==> config.mk <==
export PLATFORM = sky130hd
export DESIGN_NAME = seq_divider
export DESIGN_NICKNAME = d
export VERILOG_FILES = /design/src/rtl/seq_divider.sv
export SDC_FILE = /design/constraint.sdc
export NUM_CORES = 1
export LEC_CHECK = 0
export ABC_AREA = 1
export BUFFER_PORTS_ARGS = -buffer_cell sky130_fd_sc_hd__buf_2
export CAP_MARGIN = 20
export CORE_MARGIN = 2
export CORE_UTILIZATION = 55
export DETAILED_ROUTE_END_ITERATION = 8
export GPL_ROUTABILITY_DRIVEN = 0
export PLACE_DENSITY = 0.78
export SLEW_MARGIN = 40
export SYNTH_ARGS = -nofsm -noshare
export SYNTH_HDL_FRONTEND = slang
export SYNTH_SLANG_ARGS = --single-unit
==> constraint.sdc <==
create_clock -name Clk -period 2.23 [get_ports Clk]
set_input_delay 0.223 -clock Clk [delete_from_list [all_inputs] [get_ports Clk]]
set_output_delay 0.223 -clock Clk [all_outputs]
set_load 0.1 [all_outputs]
==> src/rtl/seq_divider.sv <==
// seq_divider: sequential restoring divider, one quotient bit per clock.
//
// Divides the unsigned dividend held in Q by the unsigned divisor held in M.
// After WIDTH iterations Q holds the quotient and R holds the remainder.
// A zero divisor skips the iteration and returns an all-ones quotient, with
// the dividend as the remainder and the sticky Div_zero flag set.
//
// Ports:
//   Clk       system clock, rising edge active
//   Reset_n   synchronous active-low reset
//   Load_A    in IDLE, load D into Q (dividend)
//   Load_B    in IDLE, load D into M (divisor)
//   Run       level; starts one division per assertion
//   D         operand data
//   Qval      Q register (dividend before a run, quotient after)
//   Rval      remainder R[WIDTH-1:0]
//   Mval      divisor register M
//   Busy      high while iterating
//   Done      high while the result is being presented
//   Div_zero  divisor was zero on the last start
module seq_divider #(
  parameter int WIDTH = 8
) (
  input  logic             Clk,
  input  logic             Reset_n,
  input  logic             Load_A,
  input  logic             Load_B,
  input  logic             Run,
  input  logic [WIDTH-1:0] D,
  output logic [WIDTH-1:0] Qval,
  output logic [WIDTH-1:0] Rval,
  output logic [WIDTH-1:0] Mval,
  output logic             Busy,
  output logic             Done,
  output logic             Div_zero
);

  localparam int CNT_W = $clog2(WIDTH + 1);

  typedef enum logic [1:0] {
    IDLE = 2'd0,
    CALC = 2'd1,
    DONE = 2'd2
  } state_t;

  state_t state, next_state;

  logic [WIDTH:0]     r;
  logic [WIDTH-1:0]   q;
  logic [WIDTH-1:0]   m;
  logic [CNT_W-1:0]   cnt;
  logic               dz;

  logic               load_any;
  logic               last_iter;
  logic [WIDTH:0]     r_shift;
  logic [WIDTH:0]     r_diff;

  // Loads take priority over a start in the same cycle, so a start only ever
  // uses operands that were registered on an earlier edge.
  assign load_any  = Load_A | Load_B;
  assign last_iter = (cnt == CNT_W'(WIDTH - 1));

  // Upper half of {R,Q} << 1, then the trial subtraction. R < M holds between
  // iterations, so the shifted value fits in WIDTH+1 bits and the MSB of the
  // difference is a clean borrow indicator.
  assign r_shift = (r << 1) | (WIDTH + 1)'(q[WIDTH-1]);
  assign r_diff  = r_shift - {1'b0, m};

  // State register
  always_ff @(posedge Clk) begin
    if (!Reset_n) state <= IDLE;
    else          state <= next_state;
  end

  // Next-state logic
  always_comb begin
    next_state = state;
    case (state)
      IDLE: begin
        if (Run && !load_any) next_state = (m == '0) ? DONE : CALC;
      end
      CALC: begin
        if (last_iter) next_state = DONE;
      end
      DONE: begin
        // Holding Run parks here so one assertion yields one division.
        if (!Run) next_state = IDLE;
      end
      default: next_state = IDLE;
    endcase
  end

  // Output decode
  always_comb begin
    Busy = 1'b0;
    Done = 1'b0;
    case (state)
      CALC:    Busy = 1'b1;
      DONE:    Done = 1'b1;
      default: ;
    endcase
  end

  // Datapath registers
  always_ff @(posedge Clk) begin
    if (!Reset_n) begin
      q   <= '0;
      r   <= '0;
      m   <= '0;
      cnt <= '0;
      dz  <= 1'b0;
    end else begin
      case (state)
        IDLE: begin
          if (load_any) begin
            if (Load_A) q <= D;
            if (Load_B) m <= D;
          end else if (Run) begin
            if (m != '0) begin
              r   <= '0;
              cnt <= '0;
              dz  <= 1'b0;
            end else begin
              q  <= '1;
              r  <= {1'b0, q};
              dz <= 1'b1;
            end
          end
        end
        CALC: begin
          cnt <= cnt + CNT_W'(1);
          if (!r_diff[WIDTH]) begin
            r <= r_diff;
            q <= {q[WIDTH-2:0], 1'b1};
          end else begin
            r <= r_shift;
            q <= {q[WIDTH-2:0], 1'b0};
          end
        end
        default: ;
      endcase
    end
  end

  assign Qval     = q;
  assign Rval     = r[WIDTH-1:0];
  assign Mval     = m;
  assign Div_zero = dz;

endmodule

# After elaboration in Yosys (flattened, before gate mapping)
# Cells that the tools add are included.
totals:
  register_bits: 31
  mem_bits_rw: 0
  memories: 0
  input_bits: 13
  latchBits: 0
  rom_bits: 0
  wordCells: 58
op_classes:
  order_cmp: 0
  add_sub_neg: 2
  n_eq_ne: 12
  reduce_logical: 12
  div_mod_pow: 0
  mul: 0
  bitwise_logic: 3
  mux: 23
  n_shift: 0
op_table:
  columns: ["operator", "n"]
  rows:
  - ["$mux 8", 8]
  - ["$pmux 8 s2", 2]
  - ["$mux 4", 3]
  - ["$ne 2x2->1 const B", 6]
  - ["$reduce_and 3->1", 4]
  - ["$ne 3x3->1 const B", 3]
  - ["$or 9x1->9", 1]
  - ["$sub 9x8->9", 1]
  - ["$logic_not 8->1", 1]
  - ["$mux 2", 4]
  - ["$pmux 4 s2", 1]
  - ["$reduce_and 4->1", 2]
  - ["$reduce_bool 8->1", 1]
  - ["$pmux 2 s3", 1]
  - ["$add 4x1->4 const B", 1]
  - ["$eq 4x3->1 const B", 1]
  - ["$mux 1", 4]
  - ["$eq 2x1->1 const B", 1]
  - ["$eq 2x2->1 const B", 1]
  - ["$logic_not 2->1", 1]
  - ["$reduce_bool 2->1", 1]
  - ["$logic_and 1x1->1", 1]
  - ["$logic_not 1->1", 1]
  - ["$not 1->1", 1]
  - ["$or 1x1->1", 1]

# Longest topological paths before layout
depth:
  ltp_word: 5
  mapped_depth: 14
  ltp_nobuf: 14

# Least setup slack after synthesis
# No wires, ideal clock.
synth_path:
  path_type: "register to register"
  startpoint: "register q[7] (netlist: Qval[7])"
  endpoint: "register r[5]"
  synth_period_minus_slack_ps: 2591
  setup_ps: 71
  path_slack_ps: -361
  arrival_ps: 2520
  path_stages_with_launch: 15
  path_cell_list: "dfxtp_1 > inv_1 > ha_1 > inv_1 > fa_1 > nand2_1 > nand2_1 > nand3_1 > nand2_1 > nand2_1 > nand2_2 > nand2_1 > nand2_1 > nand2_1 > a21oi_1"
synth_via:
  elab_chain_len: 4
synth_rtl:
  columns: ["item", "line_no", "rtl"]
  rows:
  - ["from (decl)", "49", "logic [WIDTH-1:0] q;"]
  - ["from (signal assigned)", "135", "q <= {q[WIDTH-2:0], 1'b1};"]
  - ["from (signal assigned)", "138", "q <= {q[WIDTH-2:0], 1'b0};"]
  - ["$or 9x1->9", "67", "assign r_shift = (r << 1) | (WIDTH + 1)'(q[WIDTH-1]);"]
  - ["$sub 9x8->9", "68", "assign r_diff = r_shift - {1'b0, m};"]
  - ["$mux 8", "133", "if (!r_diff[WIDTH]) begin"]
  - ["$pmux 8 s2", "114", "case (state)"]
  - ["to (signal assigned)", "126", "r <= {1'b0, q};"]
  - ["to (signal assigned)", "134", "r <= r_diff;"]
  - ["to (signal assigned)", "137", "r <= r_shift;"]
  - ["to (decl)", "48", "logic [WIDTH:0] r;"]
# Every way passes these cells.
# A chain may end at the register's enable or synchronous reset.

# Worst setup path after layout
layout_path:
  startpoint: "register q[7] (netlist: Qval[7])"
  endpoint: "register r[7]"
layout_via:
  elab_chain_len: 4
  word_cells_on_any_way: 7
  classes_between: "1 x add/sub; 5 x mux; 1 x bitwise"
layout_rtl:
  columns: ["item", "line_no"]
  rows:
  - ["$or 9x1->9 or $mux 8 (tied branches)", "67, 120"]
  - ["$sub 9x8->9 or $mux 8 (tied branches)", "68, 119"]
  - ["$mux 8, on equally long branches", "133, 116"]
  - ["$pmux 8 s2 *", "114"]
# Mark *: on every way between the ends. The rest lies on a longest branch, timed or not. The select of a mux whose other input is x is not followed.

==> report_table.html <==
<table>
<tr><th>Metric</th><th>Value</th></tr>
<tr><th colspan="2">Critical path</th></tr>
<tr><td>Arr. time, crit path</td><td>2.23 ns</td></tr>
<tr><td>Nature of the critical path endpoint</td><td>register</td></tr>
<tr><td>Cell with the largest stage delay on the worst path</td><td>sky130_fd_sc_hd__fa_1</td></tr>
<tr><td>Combined buffer and inverter count along the critical path</td><td>2</td></tr>
<tr><td>Biggest fanout along the worst timing path</td><td>9</td></tr>
<tr><td>Critical path cell sequence</td><td>inv_1 -&gt; ha_1 -&gt; inv_1 -&gt; fa_1 -&gt; nand2_1 -&gt; nand2_1 -&gt; nand3_2 -&gt; nand2_1 -&gt; nand2_1 -&gt; nand2_4 -&gt; nor2_1 -&gt; nor2_1 -&gt; nor2_1 -&gt; nor2_1</td></tr>
<tr><td>Critical register-to-register path startpoint</td><td>Qval[7]$_SDFFE_PN0P_</td></tr>
<tr><td>Stage delay of the slowest cell on the critical path</td><td>0.40 ns</td></tr>
<tr><td>Crit path max-delay family</td><td>simple AND/OR/NAND/NOR gates</td></tr>
<tr><td>Setup crit start kind</td><td>register</td></tr>
<tr><td>Depth of the most critical reg-to-reg path</td><td>14</td></tr>
<tr><td>Reg2reg end</td><td>r[7]$_SDFFE_PN0P_</td></tr>
<tr><td>Register-to-register path setup slack</td><td>0.23 ns</td></tr>
<tr><td>Critical Path RT</td><td>2.45 ns</td></tr>
<tr><td>Type of the worst setup path</td><td>reg -&gt; reg</td></tr>
<tr><th colspan="2">Logic synthesis</th></tr>
<tr><td>Most frequent cell after synthesis</td><td>sky130_fd_sc_hd__nand2_1</td></tr>
<tr><td>Post-synthesis register bit count</td><td>31</td></tr>
<tr><td>Syn Std Cell Area</td><td>2000 um^2</td></tr>
<tr><td>Warnings, synthesis</td><td>0</td></tr>
<tr><td>Leading area contributor after synthesis</td><td>sky130_fd_sc_hd__dfxtp_1</td></tr>
<tr><td>Area share of the largest cell type after synthesis</td><td>31.0%</td></tr>
<tr><td>Number of distinct library cell variants in the gate-level netlist after synthesis</td><td>33</td></tr>
<tr><td>List of most frequent post-synthesis cells</td><td>74 x sky130_fd_sc_hd__nand2_1, 55 x sky130_fd_sc_hd__inv_1, 31 x sky130_fd_sc_hd__a21oi_1, 31 x sky130_fd_sc_hd__dfxtp_1</td></tr>
<tr><td>Gate Count Post-Synth</td><td>305</td></tr>
<tr><td>Cell types occupying the most area after synthesis</td><td>sky130_fd_sc_hd__dfxtp_1 31%, sky130_fd_sc_hd__nand2_1 14%, sky130_fd_sc_hd__inv_1 10%</td></tr>
<tr><td>Synthesized netlist net count</td><td>328</td></tr>
<tr><td>Post-synthesis area per instance</td><td>6.56 um^2</td></tr>
<tr><td>Post-synth EDFFs</td><td>0</td></tr>
<tr><td>FFs w/ async S/R, synth</td><td>0%</td></tr>
<tr><td>Leading register cell type out of synthesis</td><td>sky130_fd_sc_hd__dfxtp_1</td></tr>
<tr><td>Register area share after synthesis</td><td>31.0%</td></tr>
<tr><th colspan="2">Clock network</th></tr>
<tr><td>CTS tree</td><td>done</td></tr>
<tr><td>Clock transition at the register clock pins on the worst setup and hold paths after CTS</td><td>0.10 ns</td></tr>
<tr><td>Deepest level of the CTS H-tree</td><td>2</td></tr>
<tr><td>Cell at the root of the clock tree</td><td>sky130_fd_sc_hd__clkbuf_4</td></tr>
<tr><td>TritonCTS buffer count</td><td>5</td></tr>
<tr><td>Number of sinks on the clock net</td><td>31</td></tr>
<tr><td>Deepest clock path buffer count</td><td>2</td></tr>
<tr><td>Insertion delay of the later-clocked pin in the worst-skew pair</td><td>0.33 ns</td></tr>
<tr><td>Number of gates given a new drive strength after cts</td><td>0</td></tr>
<tr><td>Hold-fix buffers, CTS</td><td>0</td></tr>
<tr><td>Buffers inserted by post-CTS timing repair</td><td>0</td></tr>
<tr><th colspan="2">Global routing</th></tr>
<tr><td>First-pass GRT wire length</td><td>8730 um</td></tr>
<tr><td>Maximum number of pins on one net before global-route repair</td><td>18</td></tr>
<tr><td>Vias in the first global route</td><td>1,944</td></tr>
<tr><td>Antenna violations before repair</td><td>0</td></tr>
<tr><td>Overall routing resource usage</td><td>26.7%</td></tr>
<tr><td>Total overflow reported by the global router</td><td>0</td></tr>
<tr><th colspan="2">Floorplan</th></tr>
<tr><td>Die Span Y</td><td>64.3 um</td></tr>
<tr><td>Die width</td><td>64.3 um</td></tr>
<tr><td>I/O pin cnt</td><td>40</td></tr>
<tr><td>Die area</td><td>4140 um^2</td></tr>
<tr><td>Starting Density</td><td>58.6%</td></tr>
<tr><td>Core area</td><td>3420 um^2</td></tr>
<tr><td>Rows</td><td>21</td></tr>
<tr><th colspan="2">Route</th></tr>
<tr><td>Wirelength, routed</td><td>4910 um</td></tr>
<tr><td>Vias per cell</td><td>5.16</td></tr>
<tr><td>Number of design-rule violations left by the first detailed-router iteration</td><td>119</td></tr>
<tr><td>DRT Pass-1 Iters</td><td>4</td></tr>
<tr><td>Per-cell routed wire length</td><td>12.5 um</td></tr>
<tr><td>Post-route DRC violation count</td><td>0</td></tr>
<tr><td>Remaining antenna violation count</td><td>0</td></tr>
<tr><td>Number of vias in the routed layout</td><td>2,021</td></tr>
<tr><th colspan="2">Pwr</th></tr>
<tr><td>Final total power</td><td>2.01 mW</td></tr>
<tr><td>Internal power component</td><td>1.00 mW</td></tr>
<tr><td>Power per Cell Area</td><td>868 nW/um^2</td></tr>
<tr><td>Standby leakage power</td><td>1.25 nW</td></tr>
<tr><td>Power share of the sequential group</td><td>33.0%</td></tr>
<tr><td>Net switching share of the total power</td><td>50.3%</td></tr>
<tr><td>NetSw</td><td>1.01 mW</td></tr>
<tr><td>Share of power burned in combinational logic</td><td>50.4%</td></tr>
<tr><td>Clock power share</td><td>16.6%</td></tr>
<tr><td>Worst VDD drop</td><td>0.000594 V</td></tr>
<tr><th colspan="2">Place</th></tr>
<tr><td>Hpwl dp</td><td>3800 um</td></tr>
<tr><td>Count of input and output buffers</td><td>39</td></tr>
<tr><td># placed instances</td><td>385</td></tr>
<tr><td>Setup Slack @ Placement</td><td>0.224 ns</td></tr>
<tr><th colspan="2">STA</th></tr>
<tr><td>Fin crit share</td><td>89.9%</td></tr>
<tr><td>Final WS setup</td><td>0.225 ns</td></tr>
<tr><td>Clock period minus worst slack</td><td>2.00 ns</td></tr>
<tr><td>Worst-margin pin slew</td><td>0.509 ns</td></tr>
<tr><td>Achievable clock frequency</td><td>499 MHz</td></tr>
<tr><td>Number of hold-slack violations in the final timing report</td><td>0</td></tr>
<tr><td>Setup violators final</td><td>0</td></tr>
<tr><td>Slew Limit Headroom</td><td>66.3%</td></tr>
<tr><td>Clock skew after layout</td><td>0.00574 ns</td></tr>
<tr><td>Max-slew violation count</td><td>0</td></tr>
<tr><th colspan="2">Final layout</th></tr>
<tr><td>Nets</td><td>369</td></tr>
<tr><td>Synth-to-Final Area Change</td><td>15.9%</td></tr>
<tr><td>Final cell count without fillers</td><td>392</td></tr>
<tr><td>N_diodes</td><td>0</td></tr>
<tr><td>Share of post-route cells with drive strength above 1</td><td>22.8%</td></tr>
<tr><th colspan="2">Min path</th></tr>
<tr><td>Hold path endpoint</td><td>Mval[2]$_SDFFE_PN0P_</td></tr>
<tr><td>Critical hold path startpoint</td><td>D[2]</td></tr>
<tr><td>Worst Hold Depth</td><td>3</td></tr>
<tr><td>Hold WC Path Type</td><td>in -&gt; reg</td></tr>
<tr><th colspan="2">Run status</th></tr>
<tr><td>Status</td><td>finished, final reports clean</td></tr>
<tr><th colspan="2">Job</th></tr>
<tr><td>Max-cap violations</td><td>0</td></tr>
</table>
stage by stage:
step / hold WS (ns) / area, um^2 / TNS, ns / util, %
after floorplan: 0.354 / 2020 / 0 / -
after global placement: 0.451 / 2250 / 0 / 66.0
after global routing: 0.207 / 2320 / -0.00352 / 67.9
after detailed placement: 0.456 / 2250 / 0 / 66.0
final: 0.195 / 2320 / 0 / 67.9
after CTS: 0.184 / 2310 / 0 / 67.6
worst min-delay path, delay by kind of cell:
kind | cells | cell delay [ns]
buffers and inverters | 1 | 0.09
AOI/OAI and AO/OA | 2 | 0.17
flip-flops by register name, summed over array words and instances (netlist names):
name      flops
cnt           4
Mval          8
state         2
Div_zero      1
r             8
Qval          8
cells in the final DEF (no fill, tap or decap), types with 5 or more instances in the layout:
master,n
sky130_fd_sc_hd__nand2_1,74
sky130_fd_sc_hd__a21oi_1,31
sky130_fd_sc_hd__ha_1,9
sky130_fd_sc_hd__buf_2,39
sky130_fd_sc_hd__inv_1,55
sky130_fd_sc_hd__clkbuf_4,5
sky130_fd_sc_hd__nor2_1,14
sky130_fd_sc_hd__o21ai_0,26
sky130_fd_sc_hd__dfxtp_1,15
sky130_fd_sc_hd__o22ai_1,7
sky130_fd_sc_hd__dfxtp_2,15
sky130_fd_sc_hd__nand3_1,25
metal layers:
| layer | wire length, um | track usage, % | up-vias | part of all wire (%) |
|---|---|---|---|---|
| met4 | 48 | 6.12 | 0 | 0.98 |
| met5 | 0 | 0 | - | 0 |
| met1 | 2390 | 35.4 | 890 | 49 |
| met2 | 2190 | 43.9 | 56 | 45 |
| li1 | - | - | 1068 | - |
| met3 | 277 | 6.51 | 7 | 5.6 |
power groups by stage:
stage	sequential, mW	combinational, mW	clock, mW
6_report	0.664	1.01	0.334
5_1_grt	0.672	1.11	0.359
4_1_cts	0.663	1.00	0.341
3_5_place_dp	0.675	0.998	0
3_3_place_gp	0.674	0.989	0
2_1_floorplan	1.02	0.486	0
final cells by class:
type	count	area, um^2
repair buffers	41	210
multi-input cells	211	1140
clock inverters	1	5.00
fillers	339	1100
well taps	46	57.6
inverters	56	210
flip-flops and latches	31	643
clock buffers	6	51.3
worst max-delay path by stage:
stage / from / end / slack (ns) / depth (start not counted)
final: Qval[7]$_SDFFE_PN0P_ / r[7]$_SDFFE_PN0P_ / 0.23 / 14
after global routing: Qval[7]$_SDFFE_PN0P_ / r[7]$_SDFFE_PN0P_ / -0.004 / 14
after CTS: Qval[7]$_SDFFE_PN0P_ / r[7]$_SDFFE_PN0P_ / 0.20 / 14
after detailed placement: Qval[7]$_SDFFE_PN0P_ / r[7]$_SDFFE_PN0P_ / 0.22 / 14
after global placement: Qval[7]$_SDFFE_PN0P_ / r[7]$_SDFFE_PN0P_ / 0.30 / 14
after floorplan: Qval[7]$_SDFFE_PN0P_ / r[5]$_SDFFE_PN0P_ / 0.006 / 14
cell families (layout without fill, tap and decap cells):
group	Yosys count	after routing	synth area share (%)
AND/OR/NAND/NOR	127	127	29.2
AO/OA/AOI/OAI	71	71	19.4
buffers and inverters	63	104	12.4
flip-flops	31	31	31.0
adder cells (fa/ha/maj)	10	10	6.63
XOR/XNOR	3	3	1.31
(Power assumes the default switching activity.)
